===== src/rtl/memory_access_arbiter.sv =====
// rtl/memory_access_arbiter.sv - registered round-robin arbiter sharing one memory port between fetch and data
// Every output is a flop; the next-value logic below decides grants, completions and watchdog aborts.
module memory_access_arbiter #(
  parameter int ADDR_WIDTH     = 32,
  parameter int DATA_WIDTH     = 32,
  parameter int TIMEOUT_CYCLES = 255
) (
  input  logic                  i_clock,
  input  logic                  i_reset_n,
  input  logic                  i_instr_read,
  input  logic [ADDR_WIDTH-1:0] i_instr_address,
  output logic [DATA_WIDTH-1:0] o_instr_data,
  output logic                  o_instr_ready,
  input  logic                  i_data_read,
  input  logic                  i_data_write,
  input  logic [ADDR_WIDTH-1:0] i_data_address,
  input  logic [DATA_WIDTH-1:0] i_data_wdata,
  output logic [DATA_WIDTH-1:0] o_data_rdata,
  output logic                  o_data_ready,
  output logic                  o_data_done,
  output logic [ADDR_WIDTH-1:0] o_mem_address,
  output logic                  o_mem_read,
  output logic                  o_mem_write,
  output logic [DATA_WIDTH-1:0] o_mem_wdata,
  input  logic [DATA_WIDTH-1:0] i_mem_rdata,
  input  logic                  i_mem_ready,
  input  logic                  i_mem_done,
  output logic                  o_timeout
);

  localparam int CW = (TIMEOUT_CYCLES > 1) ? $clog2(TIMEOUT_CYCLES) : 1;
  localparam logic [CW-1:0] LIMIT = CW'(TIMEOUT_CYCLES - 1);
  localparam bit WD_EN = (TIMEOUT_CYCLES != 0);

  typedef enum logic [1:0] {IDLE, INSTR_RD, DATA_RD, DATA_WR} state_t;
  typedef enum logic {GRANT_INSTR, GRANT_DATA} grant_t;

  state_t                state, state_d;
  grant_t                last_grant, last_grant_d;
  logic [CW-1:0]         count, count_d;
  logic [ADDR_WIDTH-1:0] mem_address_d;
  logic                  mem_read_d, mem_write_d;
  logic [DATA_WIDTH-1:0] mem_wdata_d;
  logic [DATA_WIDTH-1:0] instr_data_d, data_rdata_d;
  logic                  instr_ready_d, data_ready_d, data_done_d, timeout_d;
  logic                  instr_ok, data_ok, grant_instr, grant_data, expired;

  // A request still held during its own completion pulse must not be re-granted.
  assign instr_ok    = i_instr_read && !o_instr_ready;
  assign data_ok     = (i_data_read || i_data_write) && !(o_data_ready || o_data_done);
  assign grant_instr = instr_ok && (!data_ok || (last_grant == GRANT_DATA));
  assign grant_data  = data_ok && !grant_instr;
  assign expired     = WD_EN && (count == LIMIT);

  always_comb begin
    state_d       = state;
    last_grant_d  = last_grant;
    count_d       = count;
    mem_address_d = o_mem_address;
    mem_read_d    = o_mem_read;
    mem_write_d   = o_mem_write;
    mem_wdata_d   = o_mem_wdata;
    instr_data_d  = o_instr_data;
    data_rdata_d  = o_data_rdata;
    instr_ready_d = 1'b0;
    data_ready_d  = 1'b0;
    data_done_d   = 1'b0;
    timeout_d     = 1'b0;

    unique case (state)
      IDLE: begin
        if (grant_instr) begin
          state_d       = INSTR_RD;
          last_grant_d  = GRANT_INSTR;
          count_d       = '0;
          mem_address_d = i_instr_address;
          mem_read_d    = 1'b1;
        end else if (grant_data) begin
          last_grant_d  = GRANT_DATA;
          count_d       = '0;
          mem_address_d = i_data_address;
          // A simultaneous read and write services the read; the write waits.
          if (i_data_read) begin
            state_d    = DATA_RD;
            mem_read_d = 1'b1;
          end else begin
            state_d     = DATA_WR;
            mem_write_d = 1'b1;
            mem_wdata_d = i_data_wdata;
          end
        end
      end

      INSTR_RD: begin
        if (i_mem_ready || expired) begin
          state_d       = IDLE;
          mem_read_d    = 1'b0;
          instr_ready_d = 1'b1;
          timeout_d     = !i_mem_ready;
          instr_data_d  = i_mem_ready ? i_mem_rdata : '0;
        end else begin
          count_d = count + CW'(1);
        end
      end

      DATA_RD: begin
        if (i_mem_ready || expired) begin
          state_d      = IDLE;
          mem_read_d   = 1'b0;
          data_ready_d = 1'b1;
          timeout_d    = !i_mem_ready;
          data_rdata_d = i_mem_ready ? i_mem_rdata : '0;
        end else begin
          count_d = count + CW'(1);
        end
      end

      DATA_WR: begin
        if (i_mem_done || expired) begin
          state_d     = IDLE;
          mem_write_d = 1'b0;
          data_done_d = 1'b1;
          timeout_d   = !i_mem_done;
        end else begin
          count_d = count + CW'(1);
        end
      end

      default: state_d = IDLE;
    endcase
  end

  always_ff @(posedge i_clock or negedge i_reset_n) begin
    if (!i_reset_n) begin
      state <= IDLE;
    end else begin
      state <= state_d;
    end
  end

  always_ff @(posedge i_clock or negedge i_reset_n) begin
    if (!i_reset_n) begin
      last_grant    <= GRANT_DATA;
      count         <= '0;
      o_mem_address <= '0;
      o_mem_read    <= 1'b0;
      o_mem_write   <= 1'b0;
      o_mem_wdata   <= '0;
      o_instr_data  <= '0;
      o_data_rdata  <= '0;
      o_instr_ready <= 1'b0;
      o_data_ready  <= 1'b0;
      o_data_done   <= 1'b0;
      o_timeout     <= 1'b0;
    end else begin
      last_grant    <= last_grant_d;
      count         <= count_d;
      o_mem_address <= mem_address_d;
      o_mem_read    <= mem_read_d;
      o_mem_write   <= mem_write_d;
      o_mem_wdata   <= mem_wdata_d;
      o_instr_data  <= instr_data_d;
      o_data_rdata  <= data_rdata_d;
      o_instr_ready <= instr_ready_d;
      o_data_ready  <= data_ready_d;
      o_data_done   <= data_done_d;
      o_timeout     <= timeout_d;
    end
  end

endmodule

===== config.mk =====
export PLATFORM = sky130hd
export DESIGN_NAME = memory_access_arbiter
export DESIGN_NICKNAME = d
export VERILOG_FILES = /design/src/rtl/memory_access_arbiter.sv
export SDC_FILE = /design/constraint.sdc
export NUM_CORES = 1
export LEC_CHECK = 0
export BUFFER_PORTS_ARGS = -buffer_cell sky130_fd_sc_hd__buf_2
export CAP_MARGIN = 20
export CORE_MARGIN = 8
export CORE_UTILIZATION = 48
export DETAILED_ROUTE_END_ITERATION = 8
export GPL_TIMING_DRIVEN = 0
export HOLD_SLACK_MARGIN = 0.08
export PLACE_DENSITY = 0.76
export SLEW_MARGIN = 20
export SYNTH_ARGS = -nofsm -noshare
export SYNTH_HDL_FRONTEND = slang
export SYNTH_SLANG_ARGS = --single-unit

===== constraint.sdc =====
create_clock -name i_clock -period 2.54 [get_ports i_clock]
set_input_delay 0.254 -clock i_clock [delete_from_list [all_inputs] [get_ports i_clock]]
set_output_delay 0.254 -clock i_clock [all_outputs]
set_load 0.005 [all_outputs]

# After elaboration in Yosys (flattened, before gate mapping)
# Cells that the tools add are included.
# totals
out_inout_bits,134
word_cells,91
in_bits,135
ff_bits,145
# classes
reduce_logical,28
n_bitwise,2
muxes,34
add_sub_neg,1
n_eq_ne,13
# op_table
cell,n
$mux 32,3
$mux 8,4
$pmux 8 s3,1
$mux 1,18
$ne 2x2->1 const B,6
$add 8x1->8 const B,1
$eq 8x8->1 const B,1
$mux 2,4
$reduce_and 4->1,2
$logic_not 1->1,6
$ne 3x3->1 const B,2
$pmux 1 s2,3
$pmux 2 s3,1
$reduce_and 2->1,3
$reduce_and 3->1,2
$reduce_bool 2->1,3
$logic_or 1x1->1,5
$reduce_and 5->1,1
$eq 2x2->1 const B,2
$logic_and 1x1->1,4
$eq 2x1->1 const B,1
$logic_not 2->1,1
$ne 2x1->1 const B,1
$not 1->1,2
$reduce_or 2->1,1

# Depth between registers and ports, before layout
# logic_depth
word_depth,11
mapped_depth,9
depth_no_buf,6

# Worst setup path after synthesis
# OpenSTA, ideal clock, no wires.
# synth_timing
kind,register to register
from,reg state[0]
to,reg count[2]
arrival_time_ns,1.773
required_ns,2.414
period_less_slack_ns,1.899
setup_ns,0.126
slack_ns,0.641
path_buffers,1
path_stages_with_launch,8
cell_sequence,dfrtp_1 > inv_1 > ha_1 > nand4_1 > o21ai_1 > or3_1 > buf_4 > a221o_1
# synth_via
elab_chain_len,4
elab_cells_between_ends,10
classes_between,eq/ne (6); mux (1); reduce/logical (3)
# synth_lines
item,line,source
start: declaration,38,"state_t state, state_d;"
start signal: assignment,137,state <= state_d;
$eq 2x2->1 or $eq 2x1->1 (tied branches),70,unique case (state)
$reduce_or 2->1 (no source line),n/a,
$ne 2x2->1 (no source line),n/a,
$reduce_and 3->1 (no source line),n/a,
end signal: assignment,157,count <= count_d;
end: declaration,40,"logic [CW-1:0] count, count_d;"
# Several ways; a longest one is shown, not always the timed one.
# A chain may end at the register's enable or synchronous reset.

# Worst setup path in the final report
# layout_timing
from,reg state[0]
to,reg count[0]
# Same word-level chain as after synthesis.

==> impl_metrics.xml <==
<?xml version="1.0" encoding="UTF-8"?>
<metrics>
  <group name="flow_run">
    <metric name="maxCapViolCount" unit="">0</metric>
  </group>
  <group name="sta">
    <metric name="timing.final.hold_violations" unit="">0</metric>
    <metric name="rsz_0062_raised_after_global_routing" unit="">false</metric>
    <metric name="fin_ws" unit="ns">0.3095</metric>
    <metric name="max_slew.worst_pin.slew" unit="ns">0.6008</metric>
    <metric name="fin_tns_setup" unit="ns">0</metric>
    <metric name="final.min_clock_period" unit="ns">2.230</metric>
    <metric name="skew" unit="ns">0.009042</metric>
    <metric name="final_setup_violations" unit="">0</metric>
    <metric name="fmax" unit="MHz">448.3</metric>
    <metric name="hold-worst-slack" unit="ns">0.1312</metric>
    <metric name="fraction_of_the_cycle_the_final_worst_path_needs" unit="%">87.81</metric>
    <metric name="drv_slew" unit="">0</metric>
    <metric name="slew_headroom" unit="%">59.94</metric>
  </group>
  <group name="final_layout">
    <metric name="layout.cells.most_common_list" unit="">sky130_fd_sc_hd__buf_2 (272), sky130_fd_sc_hd__dfrtp_1 (144), sky130_fd_sc_hd__dlygate4sd3_1 (65), sky130_fd_sc_hd__a22o_1 (64), sky130_fd_sc_hd__a21oi_1 (36)</metric>
    <metric name="final_layout_size_suffix_gt1_share" unit="%">46.52</metric>
    <metric name="layout.cells.most_common" unit="">sky130_fd_sc_hd__buf_2</metric>
    <metric name="post_layout_net_count" unit="">963</metric>
    <metric name="syn_to_final_growth" unit="%">45.64</metric>
    <metric name="filler_cell_count" unit="">957</metric>
  </group>
  <group name="worst_setup_path">
    <metric name="reg2reg_depth" unit="">7</metric>
    <metric name="worstPathCellList" unit="">inv_1, ha_1, nand4_1, o21ai_1, or3_1, buf_4, mux2_1</metric>
    <metric name="cpPeakStageDelay" unit="ns">0.45</metric>
    <metric name="endpoint_kind" unit="">flip-flop</metric>
    <metric name="setup.worst_path.class" unit="">reg -&gt; reg</metric>
    <metric name="slowest_stage" unit="">sky130_fd_sc_hd__o21ai_1</metric>
    <metric name="arrival" unit="ns">2.53</metric>
    <metric name="worstPathMaxFanout" unit="">8</metric>
    <metric name="critPathLaunchType" unit="">flip-flop</metric>
    <metric name="crit_required" unit="ns">2.84</metric>
  </group>
  <group name="clock_network">
    <metric name="tritoncts_clock_tree" unit="">built</metric>
    <metric name="clk_transition_reported_paths" unit="ns">0.06</metric>
    <metric name="numClockSinks" unit="">145</metric>
    <metric name="ctsHtreeMaxLevel" unit="">4</metric>
    <metric name="clockRootBuffer" unit="">sky130_fd_sc_hd__clkbuf_16</metric>
    <metric name="postCtsSetupBuffers" unit="">0</metric>
    <metric name="cts_buffers" unit="">17</metric>
    <metric name="cts-root-to-sink-buffers" unit="">2</metric>
    <metric name="clk-insertion-delay-late" unit="ns">0.42</metric>
  </group>
  <group name="routing">
    <metric name="met1_length" unit="um">7433</metric>
    <metric name="routed-wl-met3" unit="um">1351</metric>
    <metric name="wl" unit="um">19430</metric>
    <metric name="antenna_left" unit="">0</metric>
    <metric name="dr_wl_met2" unit="um">9988</metric>
    <metric name="dr.max_layer_used" unit="">met4</metric>
    <metric name="first_pass_iters" unit="">6</metric>
    <metric name="detail_route.vias_per_cell" unit="">5.409</metric>
    <metric name="first_iter_violations" unit="">233</metric>
    <metric name="vias" unit="">5469</metric>
    <metric name="wl_per_cell" unit="um">19.21</metric>
    <metric name="drcViolationCount" unit="">0</metric>
  </group>
  <group name="yosys">
    <metric name="synth_fp_nets" unit="">610</metric>
    <metric name="yosys_register_bits" unit="">145</metric>
    <metric name="postSynth.topFlopCell" unit="">sky130_fd_sc_hd__dfrtp_1</metric>
    <metric name="synthesis.yosys.warnings" unit="">0</metric>
    <metric name="async_reset_ff_share" unit="%">100.0</metric>
    <metric name="synth_cells" unit="">468</metric>
    <metric name="synth_edf_count" unit="">0</metric>
    <metric name="share_of_the_yosys_chip_area_belonging_to_registers" unit="%">57.54</metric>
    <metric name="yosysUniqueCellTypes" unit="">55</metric>
    <metric name="syn_area_per_cell" unit="um2">13.48</metric>
    <metric name="mappedNetlistArea" unit="mm2">0.006309</metric>
  </group>
  <group name="grt">
    <metric name="grt_first_pass_wirelength" unit="um">30420</metric>
    <metric name="gr-total-overflow" unit="">0</metric>
    <metric name="grt_pass1_vias" unit="">5950</metric>
    <metric name="groute.usage.overall" unit="%">23.09</metric>
    <metric name="grt_max_degree" unit="">87</metric>
    <metric name="grt_antenna_before_repair" unit="">1</metric>
  </group>
  <group name="die">
    <metric name="start_util" unit="%">48.41</metric>
    <metric name="fp.dieArea" unit="mm2">0.01707</metric>
    <metric name="fp.coreArea" unit="mm2">0.01303</metric>
    <metric name="floorplan.rows" unit="">42</metric>
    <metric name="ios" unit="">269</metric>
    <metric name="dieWidth" unit="um">130.6</metric>
    <metric name="die_y" unit="um">130.6</metric>
  </group>
  <group name="placed_design">
    <metric name="dpl.hpwl" unit="um">13440</metric>
    <metric name="detailedPlace.worstSlack" unit="ns">0.3417</metric>
    <metric name="io_buffers" unit="">268</metric>
    <metric name="gpl.final_weighted_congestion" unit="">0.8322</metric>
  </group>
  <group name="min_path">
    <metric name="hp-class" unit="">in -&gt; reg</metric>
    <metric name="hold_path_depth" unit="">3</metric>
  </group>
  <group name="power">
    <metric name="pwr_density_cell" unit="mW/mm2">1216</metric>
    <metric name="power.static_leakage" unit="nW">4.702</metric>
    <metric name="power.ir.vdd_worst" unit="uV">682.4</metric>
  </group>
  <group name="run_status">
    <metric name="run_status" unit="">completed</metric>
  </group>
</metrics>
sequential cells by signal (all words and copies together) (netlist names):
register / cells
o_data_ready: 1
o_mem_wdata: 32
o_data_done: 1
o_timeout: 1
o_mem_write: 1
o_instr_data: 32
o_mem_address: 32
o_mem_read: 1
o_instr_ready: 1
count: 8
last_grant: 1
o_data_rdata: 32
state: 2
path summary, 6_finish.rpt:
path                                          end  slack [ns]                 from
worst min-delay path            o_mem_address[31]        0.13  i_instr_address[31]
max in group asynchronous              last_grant        1.43            i_reset_n
worst max-delay path                     count[0]        0.31             state[0]
worst max register to register           count[0]        0.31             state[0]
worst min register to register    o_mem_wdata[31]        0.50      o_mem_wdata[31]
min in group asynchronous         o_mem_wdata[26]        0.34            i_reset_n
per-stage QoR:
stage                     instances  power [mW]  cell area [um2]  util [%]
after global placement          912       8.271             7870     60.39
after global routing           1011       11.81             9188     70.50
after CTS                      1010       11.20             9185     70.48
final                          1011       11.17             9188     70.50
after detailed placement        913       8.456             7908     60.68
after floorplan                 468       6.558             6309         -
cells by family after synthesis:
kind of cell / share of synthesized area [%]
compound gates: 19.52
fa+ha+maj: 1.388
buf+inv: 4.105
flops: 57.54
mux: 13.19
simple gates: 4.264
layer usage:
| metal | global-route usage, % | up-vias |
|---|---|---|
| met2 | 39.59 | 237 |
| li1 | - | 2460 |
| met1 | 25.84 | 2724 |
| met5 | 0 | - |
| met4 | 12.29 | 0 |
| met3 | 6.209 | 48 |
critical path, delay by kind of cell, from the launching register on:
family | cells | cell delay, ns
AO/OA/AOI/OAI | 1 | 0.45
multiplexers | 1 | 0.33
buffers and inverters | 2 | 0.27
adder cells (fa/ha/maj) | 1 | 0.38
flip-flops | 1 | 0.38
AND/OR/NAND/NOR | 2 | 0.30
synth_stat cells, drive strengths merged (4+ instances only):
library cell	n	area, um2
and3	4	25.02
clkbuf	22	83.83
or2	4	27.53
mux2i	34	340.3
mux2	34	491.7
ha	7	87.58
dfrtp	144	3603
inv	10	37.54
o21ai	6	33.78
buf	15	137.6
nand4	4	31.28
a22o	64	560.5
a21oi	65	434.2
nor2	9	36.29
nand2	4	15.01
cell type report:
type                    instances  area (um2)  area share, %
flip-flops and latches        145        3630          39.51
multi-input cells             276        2420          26.34
repair buffers                334        2029          22.09
clock buffers                  19       452.9          4.930
plain buffers                  37       221.5          2.410
well taps                     176       220.2          2.397
clock inverters                13       173.9          1.893
inverters                      10       37.54         0.4086
diodes                          1       2.502        0.02724
what timing repair did:
action | CTS | global route
endpoints found under the hold margin | 152 | 0
hold buffers | 65 | 0
resized for setup | 0 | 0
report_power, final:
part           switching, mW  internal, mW  total, mW
clock                  0.996          1.61       2.61
combinational           2.19          2.31       4.50
sequential             0.662          3.40       4.06
total                   3.85          7.32       11.2
(Power assumes the default switching activity.)
